<file path="config.mk">
export PLATFORM = sky130hd
export DESIGN_NAME = shft_arbiter
export DESIGN_NICKNAME = d
export VERILOG_FILES = /design/src/rtl/shft_arbiter.sv
export SDC_FILE = /design/constraint.sdc
export NUM_CORES = 1
export LEC_CHECK = 0
export ABC_AREA = 1
export CORE_UTILIZATION = 45
export CTS_CLUSTER_DIAMETER = 60
export CTS_CLUSTER_SIZE = 24
export DETAILED_ROUTE_END_ITERATION = 8
export GPL_TIMING_DRIVEN = 0
export PLACE_DENSITY = 0.78
export SLEW_MARGIN = 20
export SYNTH_ARGS = -nofsm -noshare
export SYNTH_HDL_FRONTEND = slang
export SYNTH_SLANG_ARGS = --single-unit
</file>
<file path="constraint.sdc">
create_clock -name clk -period 1.8 [get_ports clk]
set_input_delay 0.27 -clock clk [delete_from_list [all_inputs] [get_ports clk]]
set_output_delay 0.27 -clock clk [all_outputs]
set_load 0.05 [all_outputs]
</file>
<file path="src/rtl/shft_arbiter.sv">
// -----------------------------------------------------------------------------
// shft_arbiter
//
// Purpose:
//   Shares one shift unit between two requesters. Port 0 is the EX-stage ALU
//   path and port 1 is the multi-cycle multiply/divide unit. A round-robin
//   pointer picks the winner when both ports are eligible. Each port owns a
//   one-entry result buffer, so a stalled consumer on one port never blocks
//   the other port.
//
// Ports:
//   clk, reset            rising-edge clock, synchronous active-high reset
//   reqN_valid/ready      request handshake for port N (ready == grant)
//   reqN_in               operand for port N
//   reqN_shiftword        [3:0] amount, [4] 1 = right, [5] arithmetic (right only)
//   respN_valid/ready     response handshake for port N (valid == buffer full)
//   respN_data            buffered shift result for port N
//   busy                  either response buffer holds a result
// -----------------------------------------------------------------------------
module shft_arbiter #(
  parameter int width = 16
) (
  input  logic             clk,
  input  logic             reset,
  input  logic             req0_valid,
  input  logic [width-1:0] req0_in,
  input  logic [5:0]       req0_shiftword,
  output logic             req0_ready,
  output logic             resp0_valid,
  output logic [width-1:0] resp0_data,
  input  logic             resp0_ready,
  input  logic             req1_valid,
  input  logic [width-1:0] req1_in,
  input  logic [5:0]       req1_shiftword,
  output logic             req1_ready,
  output logic             resp1_valid,
  output logic [width-1:0] resp1_data,
  input  logic             resp1_ready,
  output logic             busy
);

  typedef enum logic {EMPTY, FULL} slot_e;

  slot_e            slot0_q, slot0_d;
  slot_e            slot1_q, slot1_d;
  logic [width-1:0] data0_q, data0_d;
  logic [width-1:0] data1_q, data1_d;
  logic             prio_q, prio_d;

  logic             can0, can1;
  logic             elig0, elig1;
  logic             grant0, grant1;
  logic [width-1:0] shift_opnd;
  logic [5:0]       shift_word;
  logic [width-1:0] shift_res;

  // The single shared shifter: left when [4]=0, else logical or arithmetic right.
  function automatic logic [width-1:0] do_shift(input logic [width-1:0] x,
                                                 input logic [5:0]       sw);
    logic [width-1:0] r;
    if (!sw[4])
      r = x << sw[3:0];
    else if (sw[5])
      r = $signed(x) >>> sw[3:0];
    else
      r = x >> sw[3:0];
    return r;
  endfunction

  // Arbitration. A full slot can accept a new result only when its consumer
  // drains it in the same cycle. Reset masks eligibility so no request is
  // accepted while reset is held.
  always_comb begin
    can0   = (slot0_q == EMPTY) || resp0_ready;
    can1   = (slot1_q == EMPTY) || resp1_ready;
    elig0  = req0_valid && can0 && !reset;
    elig1  = req1_valid && can1 && !reset;
    grant0 = elig0 && (!elig1 || !prio_q);
    grant1 = elig1 && (!elig0 ||  prio_q);
  end

  // Only the granted payload is steered into the shifter.
  always_comb begin
    shift_opnd = grant1 ? req1_in        : req0_in;
    shift_word = grant1 ? req1_shiftword : req0_shiftword;
    shift_res  = do_shift(shift_opnd, shift_word);
  end

  // Slot next-state: a grant always (re)fills the slot, which covers the
  // back-to-back replace case; otherwise a drained full slot empties.
  always_comb begin
    slot0_d = slot0_q;
    slot1_d = slot1_q;
    data0_d = data0_q;
    data1_d = data1_q;
    prio_d  = prio_q;

    if (grant0) begin
      slot0_d = FULL;
      data0_d = shift_res;
    end else if ((slot0_q == FULL) && resp0_ready) begin
      slot0_d = EMPTY;
    end

    if (grant1) begin
      slot1_d = FULL;
      data1_d = shift_res;
    end else if ((slot1_q == FULL) && resp1_ready) begin
      slot1_d = EMPTY;
    end

    if (grant0)
      prio_d = 1'b1;
    else if (grant1)
      prio_d = 1'b0;
  end

  always_ff @(posedge clk) begin
    if (reset) begin
      slot0_q <= EMPTY;
      slot1_q <= EMPTY;
      data0_q <= '0;
      data1_q <= '0;
      prio_q  <= 1'b0;
    end else begin
      slot0_q <= slot0_d;
      slot1_q <= slot1_d;
      data0_q <= data0_d;
      data1_q <= data1_d;
      prio_q  <= prio_d;
    end
  end

  assign req0_ready  = grant0;
  assign req1_ready  = grant1;
  assign resp0_valid = (slot0_q == FULL);
  assign resp1_valid = (slot1_q == FULL);
  assign resp0_data  = data0_q;
  assign resp1_data  = data1_q;
  assign busy        = (slot0_q == FULL) || (slot1_q == FULL);

endmodule

</file>
# Word level (Yosys, flattened, before mapping)
# Index checks and enable logic that the tools add are counted.
[totals]
regBits = 35
output_inout_bits = 37
in_bits = 50
elab_cells = 40
[op_classes]
reduce_logical = 20
bitwise_logic = 2
n_shift = 3
mux = 10
[ops]
columns = ["cell", "n"]
rows = [
  ["2-to-1 mux 16 bit", 3],
  ["left shift 16 x 4 -> 16 bit", 1],
  ["right shift 16 x 4 -> 16 bit", 1],
  [">>> shifter 16 x 4 -> 16 bit", 1],
  ["logical AND 1 bit", 8],
  ["2-to-1 mux 1 bit", 6],
  ["2-to-1 mux 6 bit", 1],
  ["nonzero test 2 bit", 3],
  ["logical OR 1 bit", 5],
  ["logical NOT 1 bit", 4],
  ["inverter 1 bit", 2],
]

# Longest topological paths before layout
# Gate-level depths: netlist of run 1.
[logic_depth]
word_depth = 11
depth_mapped = 20
mapped_depth_nobuf = 19

# Least setup slack after synthesis of run 1
# OpenSTA, ideal clock, no wires.
[synth_path]
kind = "reg2reg"
start = "register slot0_q, in the netlist resp0_valid"
end = "register data0_q[10], in the netlist resp0_data[10]"
t_arrival_ps = 2158
setup_ps = 110
n_path_buf = 1
path_stages_with_launch = 17
period_less_slack_ps = 2268
t_required_ps = 1690
slack_ps = -468
path_cell_list = "dfxtp_1 nand2_1 nand3_4 clkbuf_1 nand3_1 nand2_1 inv_1 nand2_1 nand3_1 nand2_1 nand2_1 nand3_1 nand3_1 nand2_1 nand3_1 nand2_1 inv_1"
[synth_via]
elab_chain_cells = 11
elab_cells_between_ends = 15
cone_classes = "shift (3); mux (4); bitwise (1); reduce/logical (7)"
[synth_rtl]
columns = ["element", "line", "text"]
rows = [
  ["start: declaration", "44", "slot_e slot0_q, slot0_d;"],
  ["start signal: assignment", "126", "slot0_q <= slot0_d;"],
  ["inverter 1 bit (*)", "74", "can0 = (slot0_q == EMPTY) || resp0_ready;"],
  ["logical OR 1 bit (*)", "74", ""],
  ["logical AND 1 bit (*) (2 in a row)", "76", "elig0 = req0_valid && can0 && !reset;"],
  ["logical NOT 1 bit", "79", "grant1 = elig1 && (!elig0 || prio_q);"],
  ["logical OR 1 bit", "79", ""],
  ["logical AND 1 bit", "79", ""],
  ["2-to-1 mux 16 bit or 2-to-1 mux 6 bit (tied branches)", "84, 85", ""],
  ["right shift 16 x 4 -> 16 bit or >>> shifter 16 x 4 -> 16 bit (tied branches)", "66, 64", ""],
  ["2-to-1 mux 16 bit", "63", "else if (sw[5])"],
  ["2-to-1 mux 16 bit", "61", "if (!sw[4])"],
  ["end signal: assignment", "128", "data0_q <= data0_d;"],
  ["end: declaration", "46", "logic [width-1:0] data0_q, data0_d;"],
]
# Every way passes the cells marked *; elsewhere a longest branch is shown, timed or not.
# A chain may end at the register's enable or synchronous reset.

# Worst setup path after layout of run 1
[layout_path]
start = "register slot1_q, in the netlist resp1_valid"
end = "register data1_q[5], in the netlist resp1_data[5]"
[layout_via]
elab_chain_cells = 9
elab_cells_between_ends = 12
cone_classes = "shift (3); mux (4); bitwise (1); reduce/logical (4)"
[layout_rtl]
columns = ["element", "line", "text"]
rows = [
  ["start: declaration", "45", "slot_e slot1_q, slot1_d;"],
  ["start signal: assignment", "127", "slot1_q <= slot1_d;"],
  ["inverter 1 bit (*)", "75", "can1 = (slot1_q == EMPTY) || resp1_ready;"],
  ["logical OR 1 bit (*)", "75", ""],
  ["logical AND 1 bit (*) (2 in a row)", "77", "elig1 = req1_valid && can1 && !reset;"],
  ["logical AND 1 bit (*)", "79", ""],
  ["2-to-1 mux 16 bit or 2-to-1 mux 6 bit (tied branches)", "84, 85", ""],
  ["right shift 16 x 4 -> 16 bit or >>> shifter 16 x 4 -> 16 bit (tied branches)", "66, 64", ""],
  ["2-to-1 mux 16 bit", "63", ""],
  ["2-to-1 mux 16 bit", "61", ""],
  ["end signal: assignment", "129", "data1_q <= data1_d;"],
  ["end: declaration", "47", "logic [width-1:0] data1_q, data1_d;"],
]
# Marked as above.

==> impl_metrics.env, run 1 <==
export IMPL_crit_top_cell="nand2_4"
export IMPL_place_port_buffers=85
export IMPL_hold_path_class="input pin to flip-flop"
export IMPL_cts_buffers_inserted=5
export IMPL_yosys_area_top_type="nand2_1"
export IMPL_ys_seq_area_frac=0.2097
export IMPL_synth_nets=667
export IMPL_ys_top_cells_by_area="nand2_1, nand3_1, dfxtp_1"
export IMPL_coreArea_sq_um=7214
export IMPL_final_seq_area_sq_um=708.2
export IMPL_crit_type="flip-flop to flip-flop"
export IMPL_critical_path_cell_chain="nand2_4, nand2_4, nor2_4, buf_6, nand3b_1, nand2_8, buf_12, nand2_4, nand3_2, buf_4, nand2_2, a21oi_2, nand4_1, a31oi_1"
export IMPL_vias=4651
export IMPL_drc=0
export IMPL_fp_dieH_microns=88.16
export IMPL_final_area_sq_um=5465
export IMPL_synthAdderAreaFrac=0
export IMPL_hold_viol=0
export IMPL_endpoint_kind="flip-flop"
export IMPL_p_seq_frac=0.242
export IMPL_cp_max_fo=9
export IMPL_drv_cap=0
export IMPL_switchingPower_uw=1679
export IMPL_cpPeakStageDelay_ns=0.35
export IMPL_setup_viol_count_final=34
export IMPL_worst_ep_required_time_ns=2.00
export IMPL_final_net_count=790
export IMPL_crit_family="simple AND/OR/NAND/NOR gates"
export IMPL_critPathArrivalTime_ns=2.56
export IMPL_outcome="finished, violations left"
export IMPL_synthXorXnorAreaFrac=0
export IMPL_ioPinCount=87
export IMPL_powerDensity_nw_per_um2=671.0
export IMPL_report_final_slew_viol_count=0
export IMPL_start_kind="flip-flop"
export IMPL_synth_top_family_by_area="simple AND/OR/NAND/NOR gates"
export IMPL_tightest_slew_ns=0.5634
export IMPL_grt_max_degree=13
export IMPL_grt_pass1_wl_microns=20950
export IMPL_path_buf_inv=3
export IMPL_htreeDepth=2
export IMPL_rsz0062_at_grt="yes"
export IMPL_diodes=0
export IMPL_placed_cell_area_sq_um=4400
export IMPL_max_slew_margin_rel=0.6244
export IMPL_min_period_ns=2.354
export IMPL_area_growth_pct=63.60
export IMPL_multi_input_area_sq_um=2845
export IMPL_avgSynthCellArea_sq_um=5.414
export IMPL_peakVddDrop_mv=0.3097
export IMPL_die_w_microns=88.16
export IMPL_gr_total_overflow=0
export IMPL_drtAntennaViolNets=0
export IMPL_fmax_ghz=0.4249
export IMPL_p_comb_frac=0.583
export IMPL_drt_wirelength_per_cell_microns=16.35
export IMPL_core_rowCount=31
export IMPL_synth_cell_area_sq_um=3341
export IMPL_hold_ws_ns=0.3034
export IMPL_path_clk_slew_ns=0.07
export IMPL_ys_warn_count=0
export IMPL_leakage_uw=0.002739
export IMPL_ys_seq_elements=35
export IMPL_dp_hpwl_microns=9949
export IMPL_cts_root_buf="clkbuf_8"
export IMPL_clkPwrFrac=0.175
export IMPL_insertion_delay_ns=0.29
export IMPL_final_core_util=0.7575
export IMPL_intPower_uw=1988
export IMPL_num_fill_cells=572
export IMPL_synth_top_cell_area_share=0.2719
export IMPL_cts_sinks=35
export IMPL_yosys_area_share_simple=0.6034
export IMPL_layout_drive_gt1_share=0.3171
export IMPL_first_pass_iters=5
export IMPL_start_util=0.4631
export IMPL_cpMaxStageDelayCell="dfxtp_4"
export IMPL_p_sw_frac=0.4578
export IMPL_die_area_sq_um=7772
export IMPL_grt_pass1_vias=4395
export IMPL_synth_cell_types=32
export IMPL_antenna_found_initial=0
export IMPL_final_cell_mix="nand2_1, nand3_1, clkdlybuf4s50_1"
export IMPL_wirelength_microns=13730
export IMPL_place_gp_congestion=1.014
export IMPL_grt_usage=0.3542
export IMPL_first_iter_violations=295
export IMPL_layout_setup_ws_ns=-0.5535
export IMPL_hold_buffers=0
export IMPL_cts_tree="built"
export IMPL_synthMuxAreaShare=0
export IMPL_netlist_instances=617
export IMPL_post_route_period_util=1.308
export IMPL_avgViaCountPerCell=5.537
export IMPL_fin_skew_ns=0.005592
export IMPL_synth_compound_area_frac=0.06142
export IMPL_cts_buffer_depth=2
export IMPL_violations="setup timing"
export IMPL_final_common_cell="nand2_1"
[cells in the mapped netlist, drive strengths merged]
library cell	instances
nand2	251
nand3	146
inv	61
nor2	49
dfxtp	35
buf	20
o21ai	17
clkbuf	11
a21oi	8
nand4	5
a31oi	3
nand3b	3
o211ai	2
a21boi	1
clkinv	1
o2111ai	1
o21a	1
o31ai	1
or2	1
[per-layer routing]
metal,vias to the layer above,wire [microns],GRT usage
li1,2224,-,-
met1,2143,5386,0.4193
met2,221,6773,0.6196
met3,63,874,0.04430
met4,0,697,0.1921
met5,-,0,0
[cell type report]
cell class / count / area share
sequential: 35 / 0.1296
multi-input combinational: 489 / 0.5206
clock inverter: 2 / 0.002518
inverter: 62 / 0.04533
buffer: 31 / 0.05357
clock buffer: 6 / 0.01717
tap: 99 / 0.02266
timing repair buffer: 116 / 0.2086
[power groups by stage]
stage	clock network, uW	registers (uW)	logic [uW]
2_1_floorplan	0	1150	891
3_3_place_gp	0	900	1660
3_5_place_dp	0	904	1670
4_1_cts	657	886	1950
5_1_grt	682	895	2270
6_report	643	887	2140
[tightest hold or removal path, cell delays in order]
cell and delay, ns:
buf_6 0.15, nor2_1 0.06, nand2_1 0.05, inv_1 0.03
[repair_timing]
item,4_1_cts,5_1_grt
gates resized for setup,145,81
endpoints found under the setup margin,36,36
buffers inserted,25,4
pin swaps,54,39
gates cloned,2,0
[path summary, 6_finish.rpt]
| check | cells after the start | to | slack, ns | start |
|---|---|---|---|---|
| worst max-delay path | 14 | resp1_data[5] | -0.55 | resp1_valid |
| worst min-delay path | 4 | resp0_data[2] | 0.30 | reset |
| worst max register to register | 14 | resp1_data[5] | -0.55 | resp1_valid |
| worst min register to register | 2 | resp1_data[9] | 0.47 | resp1_data[9] |
[flip-flops by register name, indices dropped and copies added, names as in the netlist]
signal	flops
resp1_data	16
prio_q	1
resp0_valid	1
resp1_valid	1
resp0_data	16
[cells by family (layout without fill, tap and decap cells)]
family / count (synthesis) / count (layout)
flops: 35 / 35
buf+inv: 93 / 217
compound gates: 34 / 34
simple gates: 455 / 455
[metrics by stage]
stage	power (uW)	instances	setup slack [ns]	TNS (ns)
global route	3850	840	-0.6143	-16.77
global placement	2556	801	-1.111	-31.67
detailed placement	2575	801	-1.085	-32.50
floorplan	2038	617	-0.1448	-3.313
finish	3667	840	-0.5535	-13.86
CTS	3489	836	-0.4686	-12.12
No activity file was read; power rests on OpenSTA's default activity.
==> run 2, diff against run 1 <==
GPL_TIMING_DRIVEN = not set   (was 0)
PLACE_DENSITY = not set   (was 0.78)
PLACE_DENSITY_LB_ADDON = 0.15   (was not set)
==> impl_metrics.env, run 2 <==
export IMPL_synth_top_cell_area_share=0.2719
export IMPL_dp_hpwl_microns=9729
export IMPL_cts_root_buf="clkbuf_8"
export IMPL_avgSynthCellArea_sq_um=5.414
export IMPL_yosys_area_top_type="nand2_1"
export IMPL_ys_seq_area_frac=0.2097
export IMPL_yosys_most_used_dff="dfxtp_1"
export IMPL_synth_edf_count=0
export IMPL_place_gp_congestion=0.9186
export IMPL_synth_cell_types=32
export IMPL_outcome="stopped before the end"
export IMPL_synth_cell_area_sq_um=3341
export IMPL_grt_max_degree=24
export IMPL_tool_error="[ERROR GRT-0232] Routing congestion too high. Check the congestion heatmap in the GUI."
export IMPL_ioPinCount=87
export IMPL_die_w_microns=88.16
export IMPL_yosys_top_cells_count="nand2_1, nand3_1, inv_1"
export IMPL_lastStage="global routing (5_1_grt)"
export IMPL_cts_sinks=35
export IMPL_placed_cell_area_sq_um=4796
export IMPL_pre_cts_slack_ns=-0.9245
export IMPL_gr_total_overflow=2
export IMPL_yosysMostFrequentCell="nand2_1"
export IMPL_start_util=0.4631
export IMPL_cts_buffer_depth=2
export IMPL_fp_dieH_microns=88.16
export IMPL_ys_top_cells_by_area="nand2_1, nand3_1, dfxtp_1"
export IMPL_ys_seq_elements=35
export IMPL_synth_nets=667
export IMPL_synthArstFlopShare=0
export IMPL_netlist_instances=617
export IMPL_ys_warn_count=0
export IMPL_place_port_buffers=86
export IMPL_worst_endpoint_kind="register input"
export IMPL_htreeDepth=2
export IMPL_cts_buffers_inserted=5
export IMPL_grt_usage=0.6273
export IMPL_core_rowCount=31
export IMPL_hold_buffers=0
export IMPL_grt_repair_worst_endpoint="resp0_data[4]$_SDFFE_PP0P_/D"
[run 2: repair_timing]
action	4_1_cts
gates cloned	9
resized for setup	203
buffers inserted	30
pin swaps	66
endpoints found under the setup margin	34
[run 2: kinds of logic after synthesis]
| group | Yosys count | synth area share |
|---|---|---|
| AOI/OAI and AO/OA | 34 | 0.06142 |
| and+or+nand+nor | 455 | 0.6034 |
| DFF | 35 | 0.2097 |
| buffers and inverters | 93 | 0.1255 |
[run 2: stage by stage]
step                setup TNS [ns]  instances    util  hold WS (ns)
CTS                         -12.56        890  0.8486        0.4098
detailed placement          -27.15        843  0.6648        0.4747
global placement            -25.87        843  0.6648        0.4544
floorplan                   -3.313        617       -        0.4522
[run 2: layer usage]
metal | track usage | overflow
met5 | 0.1494 | 0
met2 | 0.8776 | 0
met1 | 0.6313 | 0
met3 | 0.3544 | 0
met4 | 0.6246 | 2
==> run 3, diff against run 2 <==
CORE_UTILIZATION = 40   (was 45)
CTS_CLUSTER_DIAMETER = not set   (was 60)
CTS_CLUSTER_SIZE = not set   (was 24)
clock period = 2.3 ns   (was 1.8 ns; I/O delays follow)
==> impl_metrics.env, run 3 (same netlist as run 1, synthesis figures left out) <==
export IMPL_area_growth_pct=71.65
export IMPL_whs_path_depth=2
export IMPL_grt_max_degree=23
export IMPL_antenna_found_initial=0
export IMPL_cts_root_buf="clkbuf_8"
export IMPL_dp_cells=842
export IMPL_final_core_util=0.7270
export IMPL_diodes=0
export IMPL_cts_buffer_depth=2
export IMPL_fp_dieH_microns=93.39
export IMPL_gr_total_overflow=0
export IMPL_fin_cells=869
export IMPL_wirelength_microns=13620
export IMPL_holdPathEnd="resp1_data[3]"
export IMPL_hold_path_class="flip-flop to flip-flop"
export IMPL_drv_cap=0
export IMPL_holdCritStartpoint="resp1_data[3]"
export IMPL_outcome="finished clean"
export IMPL_post_route_period_util=0.9727
export IMPL_path_clk_slew_ns=0.07
export IMPL_first_pass_iters=8
export IMPL_layout_drive_gt1_share=0.3259
export IMPL_coreArea_sq_um=7888
export IMPL_die_w_microns=93.39
export IMPL_insertion_delay_ns=0.29
export IMPL_cts_tree="built"
export IMPL_core_rowCount=32
export IMPL_max_slew_margin_rel=0.6575
export IMPL_hold_buffers=0
export IMPL_die_area_sq_um=8721
export IMPL_hold_viol=0
export IMPL_cp_max_fo=13
export IMPL_final_common_cell="nand2_1"
export IMPL_vias=4557
export IMPL_fin_skew_ns=0.004833
export IMPL_r2r_end="resp0_data[12]"
export IMPL_peakVddDrop_mv=0.5570
export IMPL_start_kind="flip-flop"
export IMPL_grt_usage=0.3014
export IMPL_rsz0062_at_grt="yes"
export IMPL_final_cell_mix="nand2_1, nand3_1, clkdlybuf4s50_1"
export IMPL_ioPinCount=87
export IMPL_first_iter_violations=279
export IMPL_final_net_count=816
export IMPL_crit_type="flip-flop to flip-flop"
export IMPL_place_gp_congestion=0.9075
export IMPL_reg2reg_depth=15
export IMPL_setup_viol_count_final=0
export IMPL_avgViaCountPerCell=5.244
export IMPL_rr_startpoint="resp1_valid"
export IMPL_drtAntennaViolNets=0
export IMPL_min_period_ns=2.237
export IMPL_drc=0
export IMPL_powerDensity_nw_per_um2=521.7
export IMPL_leakage_uw=0.002917
export IMPL_grt_pass1_vias=4238
export IMPL_critPathArrivalTime_ns=2.42
export IMPL_endpoint_kind="flip-flop"
export IMPL_dp_hpwl_microns=9846
export IMPL_cts_sinks=35
export IMPL_place_port_buffers=86
export IMPL_grt_pass1_wl_microns=20470
export IMPL_htreeDepth=2
export IMPL_worst_ep_required_time_ns=2.48
export IMPL_tightest_slew_ns=0.5122
export IMPL_drt_wirelength_per_cell_microns=15.67
export IMPL_cts_buffers_inserted=5
export IMPL_rrSetupSlack_ns=0.06
export IMPL_fmax_ghz=0.4470
export IMPL_report_final_slew_viol_count=0
export IMPL_start_util=0.4235
==> run 3: cell type report <==
cell class | instances | area [sq um]
Fill cell | 664 | 2153
Inverter | 62 | 237.7
Multi-Input combinational cell | 490 | 2819
Sequential cell | 35 | 701.9
Tap cell | 102 | 127.6
Clock buffer | 5 | 68.82
Timing Repair Buffer | 172 | 1735
Clock inverter | 3 | 43.79
==> run 3: routing by layer <==
metal | part of all wire | track usage | vias up
met3 | 0.057 | 0.04065 | 16
met1 | 0.45 | 0.4101 | 2139
met5 | 0 | 0 | -
met4 | 0.013 | 0.05897 | 0
met2 | 0.48 | 0.5080 | 134
li1 | - | - | 2268
==> run 3: through the flow <==
| stage | hold slack, ns | setup slack, ns | total power (uW) | TNS [ns] | instance area, sq um |
|---|---|---|---|---|---|
| after floorplan | 0.4522 | 0.03241 | 1571 | 0 | 3341 |
| after global placement | 0.4578 | -0.3936 | 2119 | -10.32 | 4773 |
| after detailed placement | 0.4623 | -0.4435 | 2124 | -11.79 | 4773 |
| after CTS | 0.4737 | -0.03390 | 2770 | -0.07970 | 5147 |
| after global routing | 0.5062 | -0.06506 | 3145 | -0.7422 | 5734 |
| final | 0.4703 | 0.06279 | 2991 | 0 | 5734 |
==> run 3: what timing repair did <==
action                     4_1_cts  5_1_grt
buffers inserted                 9        7
pin swaps                       16       55
cloned                           1        2
setup endpoints to repair       30       32
resized for setup               45      129
==> run 3: power by group <==
group	switching, uW	internal [uW]	leakage (uW)
Combinational	1040	687	0.00257
Sequential	32.5	664	0.000289
Clock	241	323	0.0000581
==> run 3: how the worst max path moves through the flow <==
| stage | from | to |
|---|---|---|
| after CTS | reset | resp0_data[2] |
| final | resp1_valid | resp0_data[12] |
| after detailed placement | resp1_ready | resp0_data[1] |
| after floorplan | resp0_valid | resp0_data[10] |
| after global routing | resp1_valid | resp0_data[4] |
| after global placement | resp1_ready | resp0_data[1] |
==> run 3: critical path, stage by stage, from the launching register on <==
cell	delay (ns)
dfxtp_2	0.34
nand2_2	0.07
nand2_2	0.07
nor2_4	0.20
nand2_8	0.11
nand2_1	0.09
nand2_2	0.14
buf_12	0.18
nand2_1	0.17
nand2_1	0.14
nand2_1	0.10
nand3_1	0.11
nand3_2	0.09
nand3_2	0.13
nor2_1	0.12
nor2_1	0.05
